### config.mk
export PLATFORM = sky130hd
export DESIGN_NAME = ctr_snapshot_reader
export DESIGN_NICKNAME = d
export VERILOG_FILES = /design/src/rtl/ctr_snapshot_reader.sv
export SDC_FILE = /design/constraint.sdc
export NUM_CORES = 1
export LEC_CHECK = 0
export CAP_MARGIN = 20
export CORE_ASPECT_RATIO = 1.2
export CORE_MARGIN = 5
export CORE_UTILIZATION = 28
export CTS_BUF_LIST = sky130_fd_sc_hd__clkbuf_2 sky130_fd_sc_hd__clkbuf_4 sky130_fd_sc_hd__clkbuf_8
export DETAILED_ROUTE_END_ITERATION = 10
export PLACE_DENSITY_LB_ADDON = 0.05
export SYNTH_ARGS = -nofsm -noshare
export SYNTH_HDL_FRONTEND = slang
export SYNTH_SLANG_ARGS = --single-unit
### constraint.sdc
create_clock -name clk -period 2.03 [get_ports clk]
set_clock_uncertainty 0.05 [all_clocks]
set_input_delay 0.406 -clock clk [delete_from_list [all_inputs] [get_ports clk]]
set_output_delay 0.406 -clock clk [all_outputs]
set_load 0.01 [all_outputs]
### src/rtl/ctr_snapshot_reader.sv
// Read port for the 64-bit cycle counter. A low-half read snapshots the full
// value so a later high-half read is coherent. Also raises a sticky compare irq.
//
// state | meaning
// IDLE  | waiting for rd_req; accepting a low read captures the snapshot
// RESP  | request in flight; response is registered on the next edge
module ctr_snapshot_reader #(
  parameter int WIDTH = 64,
  parameter int BUS   = 32
) (
  input  logic             clk,
  input  logic             reset,
  input  logic [WIDTH-1:0] cnt_in,
  input  logic             rd_req,
  input  logic             rd_sel,
  output logic [BUS-1:0]   rd_data,
  output logic             rd_valid,
  output logic             rd_err,
  output logic             busy,
  input  logic             cmp_en,
  input  logic [WIDTH-1:0] cmp_val,
  input  logic             irq_clr,
  output logic             irq
);

  typedef enum logic {IDLE = 1'b0, RESP = 1'b1} state_t;

  state_t           state, state_nxt;
  logic             accept;
  logic             sel_q;
  logic [WIDTH-1:0] snap;
  logic             snap_ok;
  logic             hit;

  always_ff @(posedge clk or negedge reset) begin
    if (!reset) state <= IDLE;
    else        state <= state_nxt;
  end

  always_comb begin
    state_nxt = state;
    case (state)
      IDLE:    if (rd_req) state_nxt = RESP;
      RESP:    state_nxt = IDLE;
      default: state_nxt = IDLE;
    endcase
  end

  always_comb begin
    busy   = (state == RESP);
    accept = (state == IDLE) && rd_req;
  end

  // Snapshot is taken at the acceptance edge; the response uses it one edge later.
  always_ff @(posedge clk or negedge reset) begin
    if (!reset) begin
      sel_q    <= 1'b0;
      snap     <= '0;
      snap_ok  <= 1'b0;
      rd_data  <= '0;
      rd_valid <= 1'b0;
      rd_err   <= 1'b0;
    end else begin
      rd_valid <= 1'b0;
      rd_err   <= 1'b0;
      if (accept) begin
        sel_q <= rd_sel;
        if (!rd_sel) begin
          snap    <= cnt_in;
          snap_ok <= 1'b1;
        end
      end
      if (state == RESP) begin
        rd_valid <= 1'b1;
        if (sel_q) begin
          rd_data <= snap[WIDTH-1:BUS];
          rd_err  <= ~snap_ok;
        end else begin
          rd_data <= snap[BUS-1:0];
        end
      end
    end
  end

  assign hit = cmp_en && (cnt_in == cmp_val);

  // Set dominates clear so a persisting match cannot be lost.
  always_ff @(posedge clk or negedge reset) begin
    if (!reset)       irq <= 1'b0;
    else if (hit)     irq <= 1'b1;
    else if (irq_clr) irq <= 1'b0;
  end

endmodule

# ---- Yosys cells after proc, flatten, opt, wreduce, memory -nomap -nowiden
# Index checks and enable logic that the tools add are counted.
# W data, S select, Z words.
dict set report op_classes {
  n_eq_ne 1
  n_mux 8
  bitwise_logic 3
  n_reduce_logical 4
}
# operator n
set ops {}
lappend ops {{$eq A64 B64 Y1} 1}
lappend ops {{$mux W32} 1}
lappend ops {{$mux W1} 6}
lappend ops {{$not A1 Y1} 3}
lappend ops {{$logic_and A1 B1 Y1} 2}
lappend ops {{$pmux W1 S2} 1}
lappend ops {{$reduce_and A2 Y1} 1}
lappend ops {{$reduce_bool A2 Y1} 1}
dict set report totals {
  reg_bits 102
  output_inout_bits 36
  wordCells 24
}

# ---- Depth between registers and ports, before layout
dict set report logic_depth {
  word_depth 3
  ltp_mapped 5
  ltp_nobuf 5
}

# ---- Worst setup path before layout
# OpenSTA, ideal clock, no wires.
dict set report synth_timing {
  path_type {register to register}
  startpoint {register state, in the netlist busy}
  endpoint {register snap[14]}
  setup_time_ns 0.125
  arrival_time_ns 1.332
  slack_ns 0.523
  path_stages_with_launch 6
  path_buffers 2
  path_cell_list {dfrtp_1 -> nor2b_2 -> and2b_1 -> buf_6 -> buf_6 -> mux2_2}
}
dict set report synth_via {
  elab_chain_len 3
}
# item line_no
set synth_lines {}
lappend synth_lines {{start: declaration} 28} ;# state_t state, state_nxt;
lappend synth_lines {{start signal: assignment} 37} ;# else state <= state_nxt;
lappend synth_lines {{$not A1 Y1} n/a}
lappend synth_lines {{$logic_and A1 B1 Y1} 51} ;# accept = (state == IDLE) && rd_req;
lappend synth_lines {{via accept} 29} ;# logic accept;
lappend synth_lines {{$reduce_and A2 Y1 (no line)} n/a}
lappend synth_lines {{end signal: assignment} 69} ;# snap <= cnt_in;
lappend synth_lines {{end: declaration} 31} ;# logic [WIDTH-1:0] snap;
# The timed path passes the listed nets, and every way through them passes these cells.
# A chain may end at the register's enable or synchronous reset.

# ---- Worst setup path in the final report
dict set report layout_timing {
  startpoint {input port cnt_in[52]}
  endpoint {register irq}
}
dict set report layout_via {
  elab_chain_len 3
  word_cells_on_any_way 4
}
# item line_no
set layout_lines {}
lappend layout_lines {{start: declaration} 13} ;# input logic [WIDTH-1:0] cnt_in,
lappend layout_lines {{$eq A64 B64 Y1 (*)} 85} ;# assign hit = cmp_en && (cnt_in == cmp_val);
lappend layout_lines {{$logic_and A1 B1 Y1 (*)} 85}
lappend layout_lines {{$mux W1 / $reduce_bool A2 Y1 (equally long branches)} n/a}
lappend layout_lines {{end signal: assignment} 89} ;# if (!reset) irq <= 1'b0;
lappend layout_lines {{end signal: assignment} 90} ;# else if (hit) irq <= 1'b1;
lappend layout_lines {{end signal: assignment} 91} ;# else if (irq_clr) irq <= 1'b0;
lappend layout_lines {{end: declaration} 23} ;# output logic irq
# Every way passes the cells marked *; elsewhere a longest branch is shown, timed or not.

==> results by group <==
Critical path
  – Worst Path Max Fanout: 2
  – Critical path endpoint category: flop
  – Setup CP Type: in2reg
  – Crit path largest cell delay: about 0.5 ns
  – Setup crit start kind: input pin
  – Top Family by Delay on Critical Path: simple AND/OR/NAND/NOR gates
  – CP cell instances: clkdlybuf4s50_1 -> xnor2_1 -> buf_4 -> nand4_1 -> nor4_1 -> nand3_1 -> o32ai_2
  – Worst path arrival time: 2.14 ns
  – CP max-delay cell: clkdlybuf4s50_1
  – Worst EP required: roughly 2.3 ns
  – R2r worst-path depth: 4
  – Buf/Inv on CP: 2
  – Stages on worst setup path: 7

Cells and area
  – Reg area: approximately 0.0026 mm2
  – Area of the multi-input gates: 0.002107 mm2
  – Area Overhead vs Synth: 49.96%
  – FILL cells: around 1,600
  – Share of layout cells above drive strength 1: roughly 21%
  – # diodes: 0
  – Layout Nets: slightly above 700
  – Fin util: 42.65%

Global route
  – Tot GR Track Use: 15.19%
  – Largest net degree at the start of global routing: 45
  – Vias in the first global route: between 4,000 and 5,000
  – Initial antenna violation count: 0
  – First-pass GRT wire length: around 23,000 um
  – GR Overflow Total: 0

Drt
  – Routed WL: ~15,000 um
  – Vias/cell: ~4.5
  – Iteration-0 DRC Markers: approximately 110
  – Antenna Nets Post-Route: 0
  – 1st-pass router iterations: 4
  – Routed vias: between 3,000 and 4,000
  – Avg WL per Cell: 18.61 um
  – Drt drc: 0

Logic synthesis
  – Post-Syn Area: 0.004811 mm2
  – Synth Register Bits: 102
  – Synth unique cells: 33
  – Register area share after synthesis: a little over half
  – Synth Warn #: 0
  – Post-Syn Instances: 388
  – Mean Syn Cell Area: about 12 um2
  – Syn_nets: roughly 520
  – Cell taking the most area after synthesis: dfrtp_1
  – Yosys top cell area share: between 50% and 60%
  – Largest cells by area after synthesis: dfrtp_1, mux2_2, xnor2_1

Placed design
  – I/O Buffers: roughly 170
  – Final HPWL DP: around 12,000 um
  – Placer Congestion: about 0.77

Timing
  – Slew @ Worst Pin: approximately 0.50 ns
  – Fin. max-slew vios: 0
  – Setup TNS: 0 ns
  – RSZ-0062 raised after global routing: false
  – Final hold vios: 0
  – Fmax: approximately 530 MHz
  – Fin crit period: 1.903 ns
  – Relative slew slack: roughly two thirds
  – Final setup viols: 0
  – Final period util: a little over nine tenths

Power
  – Pwr/cell area: 790.2 mW/mm2
  – Leakage Power: 2.943 nW
  – Register share of total power: roughly 47%
  – Combinational fraction of design power: ~29%
  – Pint: 4.114 mW
  – Clk pwr share: roughly a quarter
  – Switching Share: 27.85%
  – VDD IR max: approximately 0.00034 V
  – Net Switching: 1.588 mW

Status
  – Run status: finished, final reports clean

Clocking
  – H-tree depth: 3
  – Clk pin slew, worst setup/hold paths: around 0.09 ns
  – CTS tree: done
  – Clock sinks: 102
  – Clock root buffer: clkbuf_8
  – Worst-Skew Late Latency: 0.38 ns
  – Number of CTS-inserted buffers: 9
  – Clock Path Buffers: 2

Die
  – Chip width: 129.7 um
  – CORE AREA: ~0.017 mm2
  – Initial Util: between 20% and 30%
  – # IOs: 170
  – Die ar.: approximately 0.020 mm2
  – Standard-cell rows: 52
  – Die Span Y: about 150 um

Min path
  – Hold Path Class: reg2reg
  – WHS Path Cells: 1

Flow run
  – Maxcap violations: 0
[cells in the mapped netlist]
| library cell | n |
|---|---|
| a2111oi_0 | 1 |
| a2111oi_2 | 2 |
| a21oi_1 | 32 |
| a222oi_1 | 1 |
| a22o_1 | 1 |
| and2b_1 | 1 |
| buf_1 | 3 |
| buf_2 | 6 |
| buf_6 | 6 |
| clkbuf_1 | 3 |
| dfrtp_1 | 102 |
| inv_1 | 11 |
| mux2_2 | 65 |
| mux2i_1 | 32 |
| nand2_1 | 2 |
| nand2b_1 | 5 |
| nand3_1 | 2 |
| nand4_1 | 10 |
| nor2_1 | 33 |
| nor2b_1 | 3 |
| nor2b_2 | 1 |
| nor3_1 | 1 |
| nor4_1 | 5 |
| o2111ai_1 | 2 |
| o21ai_0 | 1 |
| o221ai_1 | 1 |
| o22ai_1 | 2 |
| o2bb2ai_1 | 1 |
| o32ai_2 | 1 |
| or2_2 | 1 |
| or2b_1 | 1 |
| xnor2_1 | 39 |
| xor2_1 | 11 |
[routing by layer]
| layer | part of all wire (%) | track usage [%] |
|---|---|---|
| met1 | 44 | 19.40 |
| met2 | 48 | 24.72 |
| met3 | 7.0 | 4.858 |
| met4 | 1.1 | 4.158 |
| met5 | 0 | 0 |
[timing repair]
item                                    in CTS  in global routing
hold buffers                                 1                  0
setup buffers                                0                  0
endpoints found under the setup margin       1                  0
resized for setup                            1                  0
endpoints found under the hold margin       22                  0
[final cells by class]
type | instances | share of cell area, %
repair buffers | 206 | 28.17
clock buffers | 13 | 2.307
inverters | 11 | 0.5723
flip-flops and latches | 102 | 35.41
clock inverters | 3 | 0.5897
multi-input cells | 257 | 29.21
well taps | 216 | 3.746
[power by group through the flow]
stage	clock network (mW)	registers [mW]	logic, mW
after detailed placement	0	2.72	1.69
after global placement	0	2.71	1.66
after global routing	1.52	2.73	1.81
final	1.37	2.68	1.66
after CTS	1.43	2.68	1.70
after floorplan	0	2.73	0.699
[path summary, 6_finish.rpt]
path / start / end / slack [ns]
setup / recovery: cnt_in[52] / irq / 0.13
hold / removal: snap_ok / rd_err / 0.38
setup reg to reg: busy / snap[31] / 0.44
hold reg to reg: snap_ok / rd_err / 0.38
max in group asynchronous: reset / rd_data[7] / 0.90
min in group asynchronous: reset / rd_data[28] / 0.43
[cell families (layout without fill, tap and decap cells)]
kind of cell,count (synthesis),count (layout),synth area share [%]
AO/OA/AOI/OAI,45,45,5.956
multiplexers,97,97,21.87
flip-flops,102,102,53.06
AND/OR/NAND/NOR,65,65,6.658
XOR/XNOR,50,50,9.103
buffers and inverters,29,233,3.355
[state kept, by name (all words and copies together), names as in the netlist]
name,cells
snap_ok,1
rd_valid,1
sel_q,1
busy,1
snap,64
rd_err,1
rd_data,32
irq,1
[per-stage QoR]
step / power (mW) / cell area, um2 / hold slack, ns / instances / worst slack, ns
final: 5.701 / 7214 / 0.3842 / 808 / 0.1273
after global placement: 4.376 / 6988 / 0.2957 / 791 / -0.3784
after detailed placement: 4.407 / 6988 / 0.2978 / 791 / -0.4748
after floorplan: 3.426 / 4811 / 0.06041 / 388 / 0.5233
after global routing: 6.062 / 7214 / 0.3935 / 808 / 0.04910
after CTS: 5.812 / 7214 / 0.3817 / 808 / 0.08266
[layout by cell type, fill, tap and decap left out, types with 2 or more instances in the layout]
cell / instances
xor2_1: 11
dfrtp_2: 2
clkdlybuf4s50_1: 168
o22ai_1: 2
a2111oi_2: 2
buf_12: 5
a21oi_1: 32
nand4_1: 10
o2111ai_1: 2
nand2b_1: 5
mux2i_1: 32
inv_1: 11
clkbuf_4: 2
nor2b_1: 3
mux2_2: 65
nand2_1: 2
nor2_1: 33
clkbuf_8: 11
buf_4: 32
nor4_1: 5
nand3_1: 2
xnor2_1: 38
dfrtp_1: 100
Note: power is estimated with default switching activity, not from simulation.
